### src/rtl/decode_sequencer.sv
// Phase-sequencing control decoder: FETCH/EXEC1/EXEC2/HALT FSM with a latched instruction.
// Define DECODE_STACK_GUARD_EN to mask stack strobes on full/empty and record a sticky stack_err.
module decode_sequencer #(
    parameter int INSTR_W  = 16,
    parameter int NUM_REGS = 4
) (
    input  logic                clk,
    input  logic                reset,
    input  logic [INSTR_W-1:0]  instr,
    input  logic                instr_valid,
    input  logic                stall,
    input  logic                eq,
    input  logic                stack_full,
    input  logic                stack_empty,
    output logic                fe,
    output logic                e1,
    output logic                e2,
    output logic                instr_rden,
    output logic                pc_cnten,
    output logic                pc_sload,
    output logic                data_wren,
    output logic [NUM_REGS-1:0] reg_wren,
    output logic                push_en,
    output logic                pop_en,
    output logic                halted,
    output logic                stack_err
);
    localparam int RSW = $clog2(NUM_REGS);

    localparam logic [1:0] ST_FETCH = 2'd0;
    localparam logic [1:0] ST_EXEC1 = 2'd1;
    localparam logic [1:0] ST_EXEC2 = 2'd2;
    localparam logic [1:0] ST_HALT  = 2'd3;

    localparam logic [4:0] OP_STP = 5'b00000;
    localparam logic [4:0] OP_ADR = 5'b00001;
    localparam logic [4:0] OP_ADM = 5'b00011;
    localparam logic [4:0] OP_MLR = 5'b01001;
    localparam logic [4:0] OP_LDI = 5'b10000;
    localparam logic [4:0] OP_STA = 5'b10100;
    localparam logic [4:0] OP_LDA = 5'b11000;
    localparam logic [4:0] OP_STK = 5'b01101;
    localparam logic [4:0] OP_JMP = 5'b11101;
    localparam logic [4:0] OP_JEQ = 5'b11110;
    localparam logic [4:0] OP_JNQ = 5'b11111;

    logic [1:0]         state_q, state_d;
    logic [INSTR_W-1:0] instr_q, instr_d;
    logic               stack_err_q, stack_err_d;

    logic [4:0]     op;
    logic [RSW-1:0] d_field;
    logic           s_bit;
    logic           push_req, pop_req;
    logic           push_ok, pop_ok, guard_viol;
    logic           reg_write;
    logic           unused_instr_bits;

    assign op       = instr_q[INSTR_W-1 -: 5];
    assign d_field  = instr_q[INSTR_W-6 -: RSW];
    assign s_bit    = instr_q[0];
    assign push_req = (op == OP_STK) & ~s_bit;
    assign pop_req  = (op == OP_STK) & s_bit;
    assign unused_instr_bits = ^instr_q;

`ifdef DECODE_STACK_GUARD_EN
    assign push_ok    = push_req & ~stack_full;
    assign pop_ok     = pop_req & ~stack_empty;
    assign guard_viol = (push_req & stack_full) | (pop_req & stack_empty);
`else
    logic unused_stack_status;
    assign unused_stack_status = stack_full ^ stack_empty;
    assign push_ok    = push_req;
    assign pop_ok     = pop_req;
    assign guard_viol = 1'b0;
`endif

    always_comb begin
        state_d     = state_q;
        instr_d     = instr_q;
        stack_err_d = stack_err_q;
        fe          = 1'b0;
        e1          = 1'b0;
        e2          = 1'b0;
        instr_rden  = 1'b0;
        pc_cnten    = 1'b0;
        pc_sload    = 1'b0;
        data_wren   = 1'b0;
        push_en     = 1'b0;
        pop_en      = 1'b0;
        halted      = 1'b0;
        reg_write   = 1'b0;
        case (state_q)
            ST_FETCH: begin
                fe = 1'b1;
                if (!stall) begin
                    instr_rden = 1'b1;
                    if (instr_valid) begin
                        pc_cnten = 1'b1;
                        instr_d  = instr;
                        state_d  = ST_EXEC1;
                    end
                end
            end
            ST_EXEC1: begin
                e1 = 1'b1;
                // Phase indicator stays up while stalled, every strobe is held low.
                if (!stall) begin
                    case (op)
                        OP_STP:                 state_d = ST_HALT;
                        OP_ADM, OP_MLR, OP_LDA: state_d = ST_EXEC2;
                        default:                state_d = ST_FETCH;
                    endcase
                    pc_sload    = (op == OP_JMP) | ((op == OP_JEQ) & eq) | ((op == OP_JNQ) & ~eq);
                    data_wren   = (op == OP_STA);
                    push_en     = push_ok;
                    pop_en      = pop_ok;
                    reg_write   = (op == OP_ADR) | (op == OP_LDI) | pop_ok;
                    stack_err_d = stack_err_q | guard_viol;
                end
            end
            ST_EXEC2: begin
                e2 = 1'b1;
                if (!stall) begin
                    reg_write = 1'b1;
                    state_d   = ST_FETCH;
                end
            end
            default: begin
                halted = 1'b1;
            end
        endcase
    end

    genvar gi;
    generate
        for (gi = 0; gi < NUM_REGS; gi++) begin : g_reg_wren
            assign reg_wren[gi] = reg_write & (d_field == RSW'(gi));
        end
    endgenerate

    assign stack_err = stack_err_q;

    always_ff @(posedge clk) begin
        if (reset) begin
            state_q     <= ST_FETCH;
            instr_q     <= '0;
            stack_err_q <= 1'b0;
        end else begin
            state_q     <= state_d;
            instr_q     <= instr_d;
            stack_err_q <= stack_err_d;
        end
    end
endmodule

### config.mk
export PLATFORM = sky130hd
export DESIGN_NAME = decode_sequencer
export DESIGN_NICKNAME = d
export VERILOG_FILES = /design/src/rtl/decode_sequencer.sv
export SDC_FILE = /design/constraint.sdc
export NUM_CORES = 1
export LEC_CHECK = 0
export CAP_MARGIN = 5
export CORE_ASPECT_RATIO = 1.2
export CORE_MARGIN = 2
export CORE_UTILIZATION = 39
export CTS_CLUSTER_DIAMETER = 200
export DETAILED_ROUTE_END_ITERATION = 16
export GPL_TIMING_DRIVEN = 0
export PLACE_DENSITY = 0.79
export SLEW_MARGIN = 40
export SYNTH_ARGS = -nofsm -noshare
export SYNTH_HDL_FRONTEND = slang
export SYNTH_SLANG_ARGS = --single-unit
### constraint.sdc
create_clock -name clk -period 2 [get_ports clk]
set_input_delay 0.4 -clock clk [delete_from_list [all_inputs] [get_ports clk]]
set_output_delay 0.4 -clock clk [all_outputs]
set_load 0.05 [all_outputs]
# == Yosys cells after proc, flatten, opt, wreduce, memory -nomap -nowiden ==
# Index checks and enable logic that the tools add are counted.
# word_totals
wordCells,69
inputBits,23
regBits,18
# op_classes
n_bitwise,15
mux,25
eq_ne,19
reduce_logical,8
# op_table
op,n
$eq A5 B5 Y1 const B,6
$mux W1,18
$eq A5 B4 Y1 const B,2
$and A1 B1 Y1,8
$mux W2,4
$ne A2 B2 Y1 const B,4
$eq A2 B2 Y1 const B,3
$pmux W2 S3,1
$reduce_or A3 Y1,2
$eq A5 B1 Y1 const B,1
$eq A5 B2 Y1 const B,1
$logic_not A5 Y1,1
$reduce_and A5 Y1,1
$eq A2 B1 Y1 const B,2
$logic_not A2 Y1,2
$or A1 B1 Y1,4
$pmux W2 S2,1
$not A1 Y1,3
$reduce_and A3 Y1,1
$reduce_bool A3 Y1,1
$pmux W1 S2,1

# == Logic depth before layout (Yosys ltp) ==
# logic_depth
word_depth,6
mapped_depth,6
depth_no_buf,5

# == Least setup slack after synthesis ==
# Ideal clock, no wire load.
# synth_timing
kind,register to output
startpoint,register state_q[1]
endpoint,output port reg_wren[0]
t_arrival_ns,2.129
path_buffers,0
stages_incl_launch_ff,6
slack_ns,-0.529
cell_sequence,dfxtp_1 inv_1 ha_1 nor2b_1 nand4_1 a21oi_1
# synth_between
elab_chain_len,3
elab_cells_between_ends,4
cone_classes,eq/ne (2); mux (1); bitwise (1)
# synth_lines
element,line_no,source
"start, declared",47,"logic [1:0] state_q, state_d;"
"start signal, assigned",150,state_q <= state_d;
$eq A2 B2 Y1 or $eq A2 B1 Y1 (tied branches),93,case (state_q)
$pmux W1 S2 *,93,
$and A1 B1 Y1 *,138,assign reg_wren[gi] = reg_write & (d_field == RSW'(gi));
"end, declared",22,"output logic [NUM_REGS-1:0] reg_wren,"
# Mark *: on every way between the ends. The rest lies on a longest branch, timed or not.

# == Final worst setup path ==
# layout_timing
startpoint,register state_q[0]
endpoint,output port reg_wren[1]
# The elaborated chain is that of the path after synthesis.

==> metrics.yaml <==
grt-ovfl-total: 0
cp_max_fo: 4
num_io_pins: 38
cpPeakStageDelay_ns: 0.37
clk_pin_slew_ns: 0.07
dr_wl_met2_um: 1090
post-place-ws_ns: -0.986
status: "finished, violations left"
hpwl_um: 1330
slowest_stage: "dfxtp_4"
min_period_ns: 2.04
drive_gt1_frac: 0.444
grt_pass1_wl_um: 3170
p_sw_w: 0.000201
power.internal_w: 0.000427
cp.required_ns: 1.60
worst_skew_pair.late_latency_ns: 0.26
ant_nets: 0
synthArstFlopShare: 0
switching_share: 0.320
ir_worst_vdd_mv: 0.392
p_leak_nw: 0.535
num_vias: 762
yosysTopAreaCellShare: 0.270
hold_start: "instr_q[10]$_SDFFE_PP0P_"
syn-num-nets: 114
critPathLaunchType: "flop"
htreeDepth: 1
drv_slew: 0
die-area_sq_um: 2270
crit_type: "flop to primary output"
synth.yosys.warnings: 0
wirelength_um: 1960
crit_chain: "inv_2, ha_4, nor2b_4, o2111ai_2, a21oi_4, buf_6"
wl_per_cell_um: 13.7
hold_viol_final: 0
cts_tree: "done"
track_usage: 0.185
core_area_sq_um: 1810
n_antenna_cell: 0
ctsHoldBuffers: 0
synth_cell_types: 33
wl_met1_um: 774
cts_sinks: 10
timing.critical_path.from: "state_q[0]$_SDFFE_PP0P_"
critPathBufInv: 2
die_x_um: 43.8
drv_cap: 0
routed_via_density: 5.33
drt-initial-drc-count: 14
power_density_nw_per_um2: 486
combPwrFrac: 0.359
die_h_um: 51.7
post-route-period-util: 1.02
antenna_found_initial: 0
fmax_mhz: 491
critical_path_arrival_ns: 1.64
worst_pin_slew_ns: 0.505
synth_ff_type: "dfxtp_1"
nFillCells: 150
synth.largest_area_cell: "dfxtp_1"
initial_core_util: 0.410
fin_worst_skew_ns: 0.00912
synth_common_cells: "13 x nor2_1, 10 x dfxtp_1, 8 x mux2i_1"
cp-end-kind: "primary output"
synth.most_common_cell: "nor2_1"
ys_ff_latch: 10
finalSetupViolCount: 4
slew_headroom: 0.663
rsz0062_at_grt: "true"
cp_top_family: "flip-flops"
synth_area_leaders: "dfxtp_1 27%, mux2i_1 11%, ha_1 6.8%"
wl_met3_um: 98
seq_power_share: 0.354
synth-edff-count: 0
layout.nets: 152
portBuffers: 26
cts.path.max_buffers: 2
whs_ns: 0.558
root_buffer: "clkbuf_4"
gp_congestion: 0.771
violations: "negative setup slack"
drt-pass1-iter-count: 4
num_rows: 17
syn_to_final_growth_pct: 74.7
synth_area_per_cell_sq_um: 8.51
setup_ws_ns: -0.0361
hp-class: "flop to flop"
drcViolationCount: 0
grt_pass1_vias: 720
ys_seq_area_frac: 0.270
cts_buffers: 3
synth_area_sq_um: 741
grt_max_degree: 11
p_clk_frac: 0.287
synthCells: 87
highest_layer: "met3"
rr_startpoint: "state_q[0]$_SDFFE_PP0P_"
metrics by stage:
step	area, sq um	cells	utilization	power (W)	TNS, ns
floorplan	822	87	-	0.000362	-0.150
global placement	1110	132	0.612	0.000415	-7.16
detailed placement	1110	132	0.612	0.000417	-7.04
CTS	1270	141	0.702	0.000628	-0.0995
global route	1290	143	0.716	0.000665	-0.475
finish	1290	143	0.716	0.000628	-0.106
power by group through the flow:
stage	logic (W)	registers (W)	clock network, W
6_report	0.000225	0.000223	0.000180
5_1_grt	0.000242	0.000225	0.000198
4_1_cts	0.000220	0.000222	0.000186
3_5_place_dp	0.000189	0.000228	0
3_3_place_gp	0.000187	0.000227	0
2_1_floorplan	0.000137	0.000225	0
final timing paths:
kind,to,slack [ns],cells past startpoint
worst min-delay path,instr_q[10]$_SDFFE_PP0P_,0.56,2
worst min register to register,instr_q[10]$_SDFFE_PP0P_,0.56,2
worst max-delay path,reg_wren[1],-0.04,6
worst max register to register,state_q[0]$_SDFFE_PP0P_,0.33,6
layer usage:
| metal | track usage | up-vias |
|---|---|---|
| met3 | 0.0313 | 0 |
| met2 | 0.346 | 25 |
| met1 | 0.219 | 352 |
| met5 | 0 | - |
| li1 | - | 385 |
| met4 | 0.0303 | 0 |
tightest hold or removal path: cells and delay by family, from the launching register on:
kind | cells | cell delay [ns]
multiplexers | 1 | 0.13
AND/OR/NAND/NOR | 1 | 0.05
flip-flops | 1 | 0.33
layout by cell type, fill, tap and decap left out, types with 4 or more instances in the layout:
cell type,n
buf_6,6
dfxtp_1,8
mux2i_1,8
clkdlybuf4s50_1,11
buf_2,4
nor2_1,11
o2111ai_2,4
a21oi_4,4
dlygate4sd2_1,6
buf_4,6
clkbuf_4,4
cell type report:
class | instances | area (sq um) | area share
plain buffers | 5 | 28.8 | 0.0222
clock buffers | 4 | 36.3 | 0.0280
inverters | 5 | 21.3 | 0.0164
multi-input cells | 67 | 643 | 0.497
flip-flops and latches | 10 | 208 | 0.161
well taps | 19 | 23.8 | 0.0184
repair buffers | 33 | 333 | 0.257
kinds of logic after synthesis:
family          after synthesis  synth area share
compound gates               14             0.155
other cells                   1           0.00506
simple gates                 38             0.309
mux                           8             0.108
fa+ha+maj                     4            0.0676
buf+inv                      10            0.0608
flops                        10             0.270
xor+xnor                      2            0.0237
state kept, by name, summed over array words and instances (netlist names):
name and count:
instr_q 8, state_q 2
repair_timing:
action	4_1_cts	5_1_grt
resized for setup	75	9
endpoints found under the setup margin	14	8
pin swaps	5	2
endpoints found under the hold margin	0	0
setup buffers	5	2
Power figures use the tool's default switching activity.
